File: src/rtl/rect_draw_scheduler_pkg.sv
// rect_draw_scheduler_pkg: geometry widths and FSM states shared by the rectangle scheduler
package rect_draw_scheduler_pkg;
  localparam int X_W      = 10;
  localparam int Y_W      = 9;
  localparam int DIM_W    = 10;
  localparam int COLOUR_W = 3;
  typedef enum logic [1:0] {S_IDLE = 2'd0, S_DRAW = 2'd1, S_GAP = 2'd2} state_t;
endpackage

File: src/rtl/rect_draw_scheduler_rr_arbiter.sv
// rect_draw_scheduler_rr_arbiter: combinational round-robin pick, searching upward from ptr with wrap
module rect_draw_scheduler_rr_arbiter #(
  parameter int N_REQ = 4,
  parameter int IW    = $clog2(N_REQ)
) (
  input  logic [N_REQ-1:0] req,
  input  logic [IW-1:0]    ptr,
  output logic [N_REQ-1:0] gnt,
  output logic [IW-1:0]    idx,
  output logic             any
);
  always_comb begin
    idx = '0;
    any = 1'b0;
    // scan farthest offset first so the nearest hit from ptr is the last one written
    for (int k = N_REQ - 1; k >= 0; k--)
      if (req[(int'(ptr) + k) % N_REQ]) begin
        idx = IW'((int'(ptr) + k) % N_REQ);
        any = 1'b1;
      end
    gnt = any ? N_REQ'(1) << idx : '0;
  end
endmodule

File: src/rtl/rect_draw_scheduler.sv
// rect_draw_scheduler: shares one rectangle drawer among N_REQ requesters with round-robin and timeout abort
module rect_draw_scheduler
  import rect_draw_scheduler_pkg::*;
#(
  parameter int N_REQ          = 4,
  parameter int TIMEOUT_CYCLES = 2**20,
  parameter int TO_W           = 21
) (
  input  logic                    clk,
  input  logic                    resetn,
  input  logic [N_REQ-1:0]        req,
  input  logic [N_REQ*X_W-1:0]    req_x,
  input  logic [N_REQ*Y_W-1:0]    req_y,
  input  logic [N_REQ*DIM_W-1:0]  req_w,
  input  logic [N_REQ*DIM_W-1:0]  req_h,
  input  logic [N_REQ*COLOUR_W-1:0] req_colour,
  output logic [N_REQ-1:0]        ack,
  output logic [N_REQ-1:0]        grant,
  output logic                    rd_enable,
  output logic [X_W-1:0]          rd_x,
  output logic [Y_W-1:0]          rd_y,
  output logic [DIM_W-1:0]        rd_w,
  output logic [DIM_W-1:0]        rd_h,
  output logic [COLOUR_W-1:0]     colour,
  input  logic                    rd_done,
  output logic                    busy,
  output logic                    timeout_err
);
  localparam int IW = $clog2(N_REQ);
  state_t state, state_n;
  logic [IW-1:0] ptr, win, idx;
  logic [N_REQ-1:0] gnt;
  logic any, to_hit;
  logic [TO_W-1:0] cnt;
  rect_draw_scheduler_rr_arbiter #(.N_REQ(N_REQ), .IW(IW)) u_arb (
    .req(req), .ptr(ptr), .gnt(gnt), .idx(idx), .any(any)
  );
  assign to_hit    = cnt == TO_W'(TIMEOUT_CYCLES - 1);
  assign rd_enable = state == S_DRAW;
  assign busy      = state != S_IDLE;
  always_comb begin
    state_n = state == S_IDLE ? (any ? S_DRAW : S_IDLE) :
              state == S_DRAW ? ((rd_done || to_hit) ? S_GAP : S_DRAW) : S_IDLE;
  end
  always_ff @(posedge clk or negedge resetn)
    if (!resetn) state <= S_IDLE;
    else state <= state_n;
  always_ff @(posedge clk or negedge resetn)
    if (!resetn) begin
      ptr         <= '0;
      win         <= '0;
      cnt         <= '0;
      ack         <= '0;
      grant       <= '0;
      rd_x        <= '0;
      rd_y        <= '0;
      rd_w        <= '0;
      rd_h        <= '0;
      colour      <= '0;
      timeout_err <= 1'b0;
    end else begin
      ack <= '0;
      cnt <= state == S_DRAW ? cnt + 1'b1 : '0;
      if (state == S_IDLE && any) begin
        rd_x   <= req_x[idx*X_W +: X_W];
        rd_y   <= req_y[idx*Y_W +: Y_W];
        rd_w   <= req_w[idx*DIM_W +: DIM_W];
        rd_h   <= req_h[idx*DIM_W +: DIM_W];
        colour <= req_colour[idx*COLOUR_W +: COLOUR_W];
        grant  <= gnt;
        win    <= idx;
      end
      // rd_done takes priority over a coincident timeout
      if (state == S_DRAW && (rd_done || to_hit)) begin
        grant <= '0;
        ptr   <= win == IW'(N_REQ - 1) ? '0 : win + 1'b1;
        if (rd_done) ack <= grant;
        else timeout_err <= 1'b1;
      end
    end
endmodule

File: config.mk
export PLATFORM = sky130hd
export DESIGN_NAME = rect_draw_scheduler
export DESIGN_NICKNAME = d
export VERILOG_FILES = /design/src/rtl/rect_draw_scheduler_pkg.sv /design/src/rtl/rect_draw_scheduler_rr_arbiter.sv /design/src/rtl/rect_draw_scheduler.sv
export SDC_FILE = /design/constraint.sdc
export NUM_CORES = 1
export LEC_CHECK = 0
export CAP_MARGIN = 5
export CORE_UTILIZATION = 40
export CTS_CLUSTER_SIZE = 30
export DETAILED_ROUTE_END_ITERATION = 10
export GPL_TIMING_DRIVEN = 0
export PLACE_DENSITY = 0.81
export SYNTH_ARGS = -nofsm -noshare
export SYNTH_HDL_FRONTEND = slang
export SYNTH_SLANG_ARGS = --single-unit
File: constraint.sdc
create_clock -name clk -period 2.3 [get_ports clk]
set_input_delay 0.46 -clock clk [delete_from_list [all_inputs] [get_ports clk]]
set_output_delay 0.46 -clock clk [all_outputs]
set_load 0.05 [all_outputs]
==> out/qor.yml, run 1 <==
synth-async-reset-ratio_pct: 100
layout-drive-gt1-share_pct: 16.6
setup-tns-final_ns: 0
synth_area_leaders: "dfrtp_1 (41%), a211oi_2 (15%), mux2i_1 (8.9%)"
critPathMaxStageDelay_ns: 0.73
synth_top_area_share_pct: 41.5
root_buffer: "clkbuf_16"
drc: 0
route.vias.total: 4474
dieHeight_microns: 110
ir_worst_vdd_mv: 0.844
rsz0062_at_grt: "no"
r2r_start: "cnt[0]$_DFF_PN0_"
start_util_pct: 41.0
powerDensity_mw_per_mm2: 1220
yosysWarningCount: 0
placedCellCount: 815
synth_cells: 444
reg2reg_to: "ptr[0]$_DFFE_PN0P_"
dp_hpwl_microns: 11700
ys_seq_area_share_pct: 41.5
hold_viol_final: 0
hold_class: "input port to asynchronous set/reset pin"
yosys.area.top_type: "dfrtp_1"
drt_first_pass_iters: 7
die_w_microns: 110
slew_viol_final: 0
fin_crit_sh_pct: 96.3
wl_per_cell_microns: 18.1
fin_area_sq_mm: 0.00752
power_mw: 9.17
crit_fanout: 3
gp_congestion: 0.826
outcome: "finished clean"
grt-ovfl-total: 0
ys_types: 47
cap_violations: 0
clk_transition_reported_paths_ns: 0.07
critPathCaptureType: "primary output"
grt_antenna_before_repair: 0
holdWs_ns: 0.0396
p_leak_nw: 3.10
grt_pass1_vias: 4844
place_area_sq_mm: 0.00718
slew_headroom_pct: 62.9
antennaDiodeCount: 0
rows: 39
via_per_inst: 5.36
skew_ns: 0.00931
place_ws_ns: -0.258
finalSetupViolCount: 0
cts_buffer_depth: 2
synth_area_per_cell_sq_um: 10.6
fin_crit_ns: 2.21
stdcell_count: 834
crit_type: "flip-flop to primary output"
worst_pin_slew_ns: 0.555
area_growth_syn_to_layout_pct: 59.8
final_nets: 863
synth_most_common_cell: "dfrtp_1"
timing.final.ws_setup_ns: 0.0858
cts_made_buffers: 9
fin_util_pct: 65.6
crit_required_ns: 1.84
rrSetupSlack_ns: 0.17
synth-edff-count: 0
grt_max_degree: 53
drtIter0Drc: 158
ff2ff_path_depth: 6
drtAntennaViolNets: 0
track_usage_pct: 25.0
synthesis.area_sq_mm: 0.00471
io_buffers: 227
coreArea_sq_mm: 0.0115
clock_latency_ns: 0.34
arrival_ns: 1.75
routed_wirelength_microns: 15100
startpoint_type: "flip-flop"
die_area_sq_mm: 0.0122
crit_slowest_cell: "clkdlybuf4s50_1"
cts.sinks: 78
crit_chain: "or2_1, clkdlybuf4s50_1"
synth_nets: 621
fmax_mhz: 452
synth_commonest_cells: "dfrtp_1 (78), nor2_1 (69), a211oi_2 (57)"
ys_seq_elements: 78
h-tree-depth: 3
synth_top_flop_cell: "dfrtp_1"
grt_pass1_wl_microns: 24200
io_pins: 228
tritoncts: "yes"
[layout by cell type, fill, tap and decap left out, types with 2 or more instances in the layout]
cell type,instances
or3_1,2
clkbuf_16,9
inv_1,4
ha_1,2
xor2_1,5
and4_1,2
mux2i_1,42
nor2_1,69
clkbuf_1,11
clkbuf_4,3
and3_1,49
xnor2_1,12
a211oi_1,27
a21o_1,2
inv_2,2
nand3_1,3
buf_2,10
buf_6,4
a32o_1,2
inv_6,2
a21oi_1,4
and2_1,4
nand2_1,12
o21ai_0,2
buf_4,9
nor2_4,2
clkinv_4,2
a211oi_2,57
or2_1,2
a31o_1,2
nand4_1,3
nor3_1,5
clkdlybuf4s50_1,225
dfrtp_1,78
[timing repair]
item	4_1_cts	5_1_grt
resized for setup	1	2
setup buffers	0	3
hold buffers	0	0
endpoints found under the hold margin	0	0
pin swaps	0	1
endpoints found under the setup margin	1	3
[critical path, delay by kind of cell (launching register included)]
family	cells	cell delay, ns
and+or+nand+nor	1	0.31
DFF	1	0.37
buffers and inverters	1	0.73
[worst max path at each step]
stage / start / slack [ns] / to / cells past startpoint
after floorplan: state[0]$_DFF_PN0_ / 0.40 / colour[2]$_DFFE_PN0P_ / 6
after global placement: resetn / -1.97 / rd_h[9]$_DFFE_PN0P_ / 1
after detailed placement: req[3] / -0.26 / rd_w[0]$_DFFE_PN0P_ / 7
after CTS: state[0]$_DFF_PN0_ / 0.07 / busy / 2
after global routing: req[0] / 0.002 / rd_w[0]$_DFFE_PN0P_ / 7
final: state[0]$_DFF_PN0_ / 0.09 / busy / 2
[power by group]
part	leakage (nW)	total (mW)	switching (mW)	internal, mW
Sequential	0.950	2.14	0.281	1.86
Combinational	2.00	5.56	3.47	2.09
Clock	0.152	1.47	0.610	0.858
Total	3.10	9.17	4.36	4.81
[kinds of logic (layout without fill, tap and decap cells)]
group,count (synthesis),count (layout),synth area share (%)
fa+ha+maj,2,2,0.532
xor+xnor,17,17,3.16
mux,45,45,9.70
simple gates,160,160,17.5
flops,78,78,41.5
buf+inv,39,286,4.60
compound gates,103,103,23.0
[flip-flops by register name, summed over array words and instances, names as in the netlist]
signal	flops
rd_y	9
rd_x	10
timeout_err	1
ptr	2
cnt	21
colour	3
rd_h	10
ack	4
rd_w	10
win	2
grant	4
state	2
[per-layer routing]
metal  track usage (%)  wire [microns]  vias up
li1                  -               -     2126
met1              28.2            5970     2143
met2              45.3            7890      183
met3              5.27             947       22
met4              10.8             306        0
met5                 0               0        -
[area by class of cell]
| class | count | area, sq um |
|---|---|---|
| fill | 921 | 3950 |
| tap | 143 | 179 |
| sequential | 78 | 1950 |
| inverter | 6 | 22.5 |
| clock inverter | 7 | 81.3 |
| timing repair buffer | 231 | 2320 |
| multi-input combinational | 327 | 2550 |
| buffer | 33 | 196 |
| clock buffer | 9 | 225 |
No activity file was read; power rests on OpenSTA's default activity.
==> run 2, diff against run 1 <==
--- a/config.mk
+++ b/config.mk
@@ -6,11 +6,11 @@
 export NUM_CORES = 1
 export LEC_CHECK = 0
 export CAP_MARGIN = 5
-export CORE_UTILIZATION = 40
+export CORE_UTILIZATION = 45
 export CTS_CLUSTER_SIZE = 30
 export DETAILED_ROUTE_END_ITERATION = 10
 export GPL_TIMING_DRIVEN = 0
-export PLACE_DENSITY = 0.81
+export PLACE_DENSITY = 0.9
 export SYNTH_ARGS = -nofsm -noshare
 export SYNTH_HDL_FRONTEND = slang
 export SYNTH_SLANG_ARGS = --single-unit
==> constraint.sdc (replaced) <==
create_clock -name clk -period 2.6 [get_ports clk]
set_input_delay 0.52 -clock clk [delete_from_list [all_inputs] [get_ports clk]]
set_output_delay 0.52 -clock clk [all_outputs]
set_load 0.05 [all_outputs]
==> run 2 against run 1 <==
Against the previous run:
- hold slack got worse by 0.0072 ns
- sequential share of layout area increased by 0.59 points
- routed wire length decreased by 0.96%
- clock-buffer cell count unchanged
- combinational power decreased by 12%
- sequential power decreased by 12%
- global-route usage increased by 3.0 points
- worst setup slack improved by 0.12 ns
- critical path type unchanged
- critical endpoint is now rd_enable
- largest power group unchanged
==> out/qor.yml, run 2 (synthesis gave the netlist of run 1 again) <==
outcome: "finished clean"
layout-drive-gt1-share_pct: 16.3  # -0.36 points
place_ws_ns: -0.0473  # +0.210 ns
coreArea_sq_mm: 0.00995  # -13%
p_int_mw: 3.84  # -20%
dp_hpwl_microns: 11500  # -1.2%
regMostFlops: "cnt"
setup-tns-final_ns: 0  # unchanged
grt-ovfl-total: 0  # unchanged
cts.sinks: 78  # unchanged
switching_share_pct: 49.8  # +2.3 points
reg2reg_to: "rd_h[5]$_DFFE_PN0P_"
routed_wirelength_microns: 15000  # -0.96%
drt_first_pass_iters: 4  # -3
slew_viol_final: 0  # unchanged
rrSetupSlack_ns: 0.40  # +0.23 ns
cts_buffer_depth: 2  # unchanged
drtAntennaViolNets: 0  # unchanged
power.switching_mw: 3.81  # -12%
wl_per_cell_microns: 18.2  # +0.61%
route.vias.total: 4478  # +0.089%
ctsHoldBuffers: 0  # unchanged
clock_latency_ns: 0.36  # +0.02 ns
ff2ff_path_depth: 6  # unchanged
p_clk_share_pct: 11.6  # -4.4 points
via_per_inst: 5.45  # +1.7%
area_growth_syn_to_layout_pct: 56.3
root_buffer: "clkbuf_8"
grt_max_degree: 60  # +13%
r2r_start: "state[0]$_DFF_PN0_"
fin_crit_sh_pct: 92.2
combPwrFrac_pct: 63.9  # +3.2 points
nFillCells: 725  # -21%
p_leak_nw: 3.03  # -2.4%
cap_violations: 0  # unchanged
stdcell_count: 821  # -1.6%
cts_setup_buffers: 0  # unchanged
track_usage_pct: 28.0  # +3.0 points
die_w_microns: 104  # -5.6%
place_area_sq_mm: 0.00717  # -0.17%
slew_headroom_pct: 62.4  # -0.50 points
powerDensity_mw_per_mm2: 1040  # -15%
timing.final.ws_setup_ns: 0.204  # +0.118 ns
ir_worst_vdd_mv: 0.649  # -23%
grt_antenna_before_repair: 0  # unchanged
critPathCaptureType: "primary output"
holdWs_ns: 0.0324  # -0.00721 ns
worst_pin_slew_ns: 0.562  # +0.00745 ns
antennaDiodeCount: 0  # unchanged
final_nets: 860  # -0.35%
h-tree-depth: 3  # unchanged
crit_required_ns: 2.08  # +0.24 ns
fmax_mhz: 417
multiInputGateArea_sq_mm: 0.00254  # -0.34%
io_buffers: 227  # unchanged
fin_area_sq_mm: 0.00736  # -2.2%
ff_latch_area_sq_mm: 0.00195  # unchanged
cts_made_buffers: 9  # unchanged
drc: 0  # unchanged
tritoncts: "yes"
finalSetupViolCount: 0  # unchanged
hold_class: "input port to asynchronous set/reset pin"
grt_pass1_vias: 4763  # -1.7%
dieHeight_microns: 104  # -5.6%
final_common_cell: "clkdlybuf4s50_1"
gp_congestion: 0.853  # +3.3%
start_util_pct: 47.3  # +6.2 points
ctsResizeCount: 0  # -1
startpoint_type: "flip-flop"
largest_reg_flops: 21  # unchanged
rows: 36  # -7.7%
crit_fanout: 8  # +5
drtIter0Drc: 167  # +5.7%
hold_viol_final: 0  # unchanged
io_pins: 228  # unchanged
fin_crit_ns: 2.40
arrival_ns: 1.88  # +0.13 ns
clk_transition_reported_paths_ns: 0.10  # +0.03 ns
crit_type: "flip-flop to primary output"
die_area_sq_mm: 0.0109  # -11%
placedCellCount: 805  # -1.2%
power_mw: 7.66  # -16%
fin_util_pct: 73.9  # +8.3 points
skew_ns: 0.0145  # +0.00523 ns
final_cell_mix: "clkdlybuf4s50_1 (226), dfrtp_1 (78), nor2_1 (69)"
rsz0062_at_grt: "no"
grt_pass1_wl_microns: 24000  # -0.66%
power_frac_seq_pct: 24.6  # +1.3 points
run 2: cell types whose count changed in the layout (fill, tap and decap cells not counted), moves of 3 or more:
cell / previous run / this run
buf_4: 9 / 6
clkbuf_16: 9 / 0
clkbuf_8: 0 / 9
inv_6: 2 / 6
run 2: worst max path at each step:
stage,cells past startpoint,from,slack [ns],to
after floorplan,6,state[0]$_DFF_PN0_,0.70,colour[2]$_DFFE_PN0P_
after global placement,1,resetn,-1.69,rd_y[8]$_DFFE_PN0P_
after detailed placement,7,req[2],-0.05,rd_h[5]$_DFFE_PN0P_
after CTS,3,state[1]$_DFF_PN0_,0.18,rd_enable
after global routing,3,state[1]$_DFF_PN0_,0.1,rd_enable
final,3,state[1]$_DFF_PN0_,0.20,rd_enable
run 2: final cells by class:
type / count / share of cell area (%)
timing repair buffer: 228 / 31.2
buffer: 33 / 2.64
multi-input combinational: 327 / 34.5
clock buffer: 9 / 1.68
inverter: 6 / 0.306
tap: 133 / 2.26
clock inverter: 7 / 0.833
sequential: 78 / 26.5
run 2: power by group through the flow:
stage                     sequential (mW)  clock, mW  combinational, mW
after global placement               1.88          0               4.79
after CTS                            1.88      0.899               4.92
after detailed placement             1.90          0               4.91
after global routing                 1.93      0.958               5.15
after floorplan                      3.09          0               2.07
final                                1.88      0.887               4.89
run 2: metal layers:
layer	GRT usage, %	up-vias	share of wire (%)
li1	-	2106	-
met1	31.2	2154	39
met2	51.5	188	52
met3	6.45	30	6.1
met4	10.4	0	2.7
met5	0	-	0
run 2: critical path: stages, from the launching register on:
cell             delay [ns]
dfrtp_1                0.37
nand2b_1               0.19
inv_2                  0.14
clkdlybuf4s50_1        0.82
==> run 3, diff against run 2 <==
--- a/config.mk
+++ b/config.mk
@@ -5,12 +5,14 @@
 export SDC_FILE = /design/constraint.sdc
 export NUM_CORES = 1
 export LEC_CHECK = 0
+export ABC_AREA = 1
 export CAP_MARGIN = 5
-export CORE_UTILIZATION = 45
+export CORE_UTILIZATION = 46
 export CTS_CLUSTER_SIZE = 30
 export DETAILED_ROUTE_END_ITERATION = 10
 export GPL_TIMING_DRIVEN = 0
-export PLACE_DENSITY = 0.9
+export HOLD_SLACK_MARGIN = 0.1
+export PLACE_DENSITY = 0.89
 export SYNTH_ARGS = -nofsm -noshare
 export SYNTH_HDL_FRONTEND = slang
 export SYNTH_SLANG_ARGS = --single-unit
==> run 3 against run 2 <==
Against the previous run:
- register-to-register slack got worse by 0.13 ns
- fmax grew 0.25%
- critical path depth rose by 12
- design area rose by 8.8%
- via count grew 36%
- clock power increased by 59%
- sequential power increased by 2%
- first-iteration DRC count up 110%
- total power rose by 46%
- non-clock buffer count grew 14
- sequential share of layout area fell by 2.2 points
==> out/qor.yml, run 3 <==
crit_fanout: 10  # +2
coreArea_sq_mm: 0.0109  # +9.9%
grt_pass1_vias: 5684  # +19%
drtIter0Drc: 349  # +110%
skew_ns: 0.00867  # -0.00588 ns
antennaDiodeCount: 0  # unchanged
synth_top_family_by_area: "simple AND/OR/NAND/NOR gates"
rows: 38  # +5.6%
wl_per_cell_microns: 14.6  # -20%
dp_hpwl_microns: 13300  # +15%
rsz0062_at_grt: "no"
synthAdderAreaFrac_pct: 0.481  # -0.050 points
routed_wirelength_microns: 17500  # +17%
layout-drive-gt1-share_pct: 5.21  # -11 points
muxShareOfSynthArea_pct: 0  # -9.7 points
synth-simple-area-share_pct: 47.7  # +30 points
synth_most_common_cell: "nand2_1"
outcome: "finished clean"
cap_violations: 0  # unchanged
arrival_ns: 2.66  # +0.78 ns
drt_first_pass_iters: 5  # +1
synthXorXnorAreaFrac_pct: 1.01  # -2.2 points
io_pins: 228  # unchanged
hold_viol_final: 0  # unchanged
ctsHoldBuffers: 0  # unchanged
slew_headroom_pct: 62.3  # about the same
largest_reg_flops: 21  # unchanged
synth_compound_area_share_pct: 3.47  # -20 points
cts.sinks: 78  # unchanged
synth_commonest_cells: "nand2_1 (380), nand3_1 (98), dfrtp_1 (78)"
final_common_cell: "nand2_1"
nFillCells: 920  # +27%
h-tree-depth: 3  # unchanged
synth_top_area_share_pct: 37.6  # -3.9 points
ys_seq_area_share_pct: 37.6  # -3.9 points
synthesis.area_sq_mm: 0.00520  # +10%
clock_latency_ns: 0.34  # -0.02 ns
synth-async-reset-ratio_pct: 100  # unchanged
fmax_mhz: 418  # +0.25%
dieHeight_microns: 108  # +3.9%
grt-ovfl-total: 0  # unchanged
cts_setup_buffers: 0  # unchanged
startpoint_type: "input port"
yosysWarningCount: 0  # unchanged
cts_made_buffers: 9  # unchanged
setup-tns-final_ns: 0  # unchanged
io_buffers: 227  # unchanged
final_nets: 1227  # +43%
synth_area_per_cell_sq_um: 6.41  # -40%
regMostFlops: "cnt"
ys_types: 31  # -34%
synth_top_flop_cell: "dfrtp_1"
yosys.area.top_type: "dfrtp_1"
power_mw: 11.2  # +46%
synth_nets: 988  # +59%
crit_required_ns: 2.87  # +0.79 ns
finalSetupViolCount: 0  # unchanged
ir_worst_vdd_mv: 0.874  # +35%
grt_max_degree: 46  # -23%
area_growth_syn_to_layout_pct: 54.0
ys_seq_elements: 78  # unchanged
crit_type: "input port to flip-flop"
p_leak_nw: 4.00  # +32%
worst_pin_slew_ns: 0.565  # +0.00261 ns
grt_pass1_wl_microns: 27200  # +13%
grt_antenna_before_repair: 0  # unchanged
fin_crit_sh_pct: 91.9  # -0.23 points
gp_congestion: 0.921  # +8.0%
via_per_inst: 5.10  # -6.6%
die_w_microns: 108  # +3.9%
fin_area_sq_mm: 0.00801  # +8.8%
start_util_pct: 47.5  # +0.24 points
fin_crit_ns: 2.39  # -0.00608 ns
final_cell_mix: "nand2_1 (380), clkdlybuf4s50_1 (225), nand3_1 (98)"
die_area_sq_mm: 0.0117  # +7.9%
tritoncts: "yes"
synth_area_leaders: "dfrtp_1 (38%), nand2_1 (27%), nand3_1 (9.4%)"
place_area_sq_mm: 0.00767  # +7.0%
slew_viol_final: 0  # unchanged
root_buffer: "clkbuf_16"
hold_class: "input port to asynchronous set/reset pin"
track_usage_pct: 30.1  # +2.1 points
powerDensity_mw_per_mm2: 1400  # +35%
drtAntennaViolNets: 0  # unchanged
synth-edff-count: 0  # unchanged
cts_buffer_depth: 2  # unchanged
route.vias.total: 6090  # +36%
synth_cells: 811  # +83%
critPathCaptureType: "flip-flop"
holdWs_ns: 0.131  # +0.0990 ns
clk_transition_reported_paths_ns: 0.07  # -0.03 ns
drc: 0  # unchanged
## run 3: power by group
| group | total [mW] | switching [mW] | leakage (nW) | internal [mW] |
|---|---|---|---|---|
| logic | 7.89 | 5.27 | 2.83 | 2.62 |
| registers | 1.92 | 0.264 | 1.00 | 1.65 |
| clock network | 1.41 | 0.534 | 0.163 | 0.875 |
| total | 11.2 | 6.06 | 4.00 | 5.15 |
## run 3: final timing paths
kind | from | to | slack (ns) | cells after the start
setup / recovery | req[0] | rd_x[4]$_DFFE_PN0P_ | 0.21 | 15
hold / removal | resetn | cnt[7]$_DFF_PN0_ | 0.13 | 1
setup reg to reg | ptr[0]$_DFFE_PN0P_ | rd_x[4]$_DFFE_PN0P_ | 0.27 | 13
hold reg to reg | cnt[0]$_DFF_PN0_ | cnt[0]$_DFF_PN0_ | 0.46 | 1
max in group asynchronous | resetn | rd_w[2]$_DFFE_PN0P_ | 1.88 | 2
min in group clk | cnt[0]$_DFF_PN0_ | cnt[0]$_DFF_PN0_ | 0.46 | 1
## run 3: layer usage
layer	up-vias	wire length [microns]	track usage [%]	share of wire, %
li1	3015	-	-	-
met5	-	0	0	0
met4	0	446	9.94	2.6
met1	2763	6770	35.8	39
met2	274	8820	52.5	50
met3	38	1440	8.20	8.2
## run 3: cell families after synthesis
family / Yosys count
and+or+nand+nor: 573
buffers and inverters: 120
DFF: 78
AOI/OAI and AO/OA: 32
xor gates and xnor gates: 6
adders and majority gates: 2
## run 3: stage by stage
| stage | cells | utilization, % | worst slack, ns |
|---|---|---|---|
| floorplan | 811 | - | 0.707 |
| global placement | 1178 | 69.9 | -1.76 |
| detailed placement | 1179 | 70.1 | -0.128 |
| CTS | 1195 | 73.1 | 0.186 |
| global route | 1195 | 73.2 | 0.0176 |
| finish | 1195 | 73.2 | 0.210 |
## run 3: worst max-delay path, cell delays in order
cell             delay [ns]
clkdlybuf4s50_1        0.47
inv_1                  0.04
nand2_1                0.07
and2_1                 0.16
nand2_1                0.07
nand2_1                0.06
inv_1                  0.04
nand2_1                0.07
nand2_2                0.13
clkinv_1               0.17
clkbuf_1               0.47
nand3_1                0.18
nand2_1                0.10
nand2_1                0.05
nand2_1                0.07
## run 3: final cells by class
| type | instances | area [sq um] | area share (%) |
|---|---|---|---|
| Clock inverter | 6 | 91.3 | 1.14 |
| Timing Repair Buffer | 228 | 2300 | 28.7 |
| Sequential cell | 78 | 1950 | 24.4 |
| Clock buffer | 10 | 239 | 2.98 |
| Tap cell | 140 | 175 | 2.19 |
| Multi-Input combinational cell | 613 | 2740 | 34.3 |
| Buffer | 47 | 235 | 2.94 |
| Inverter | 73 | 274 | 3.42 |
## run 3: what timing repair did
item,CTS,global route
setup endpoints to repair,1,22
resized for setup,1,2
hold endpoints to repair,0,0
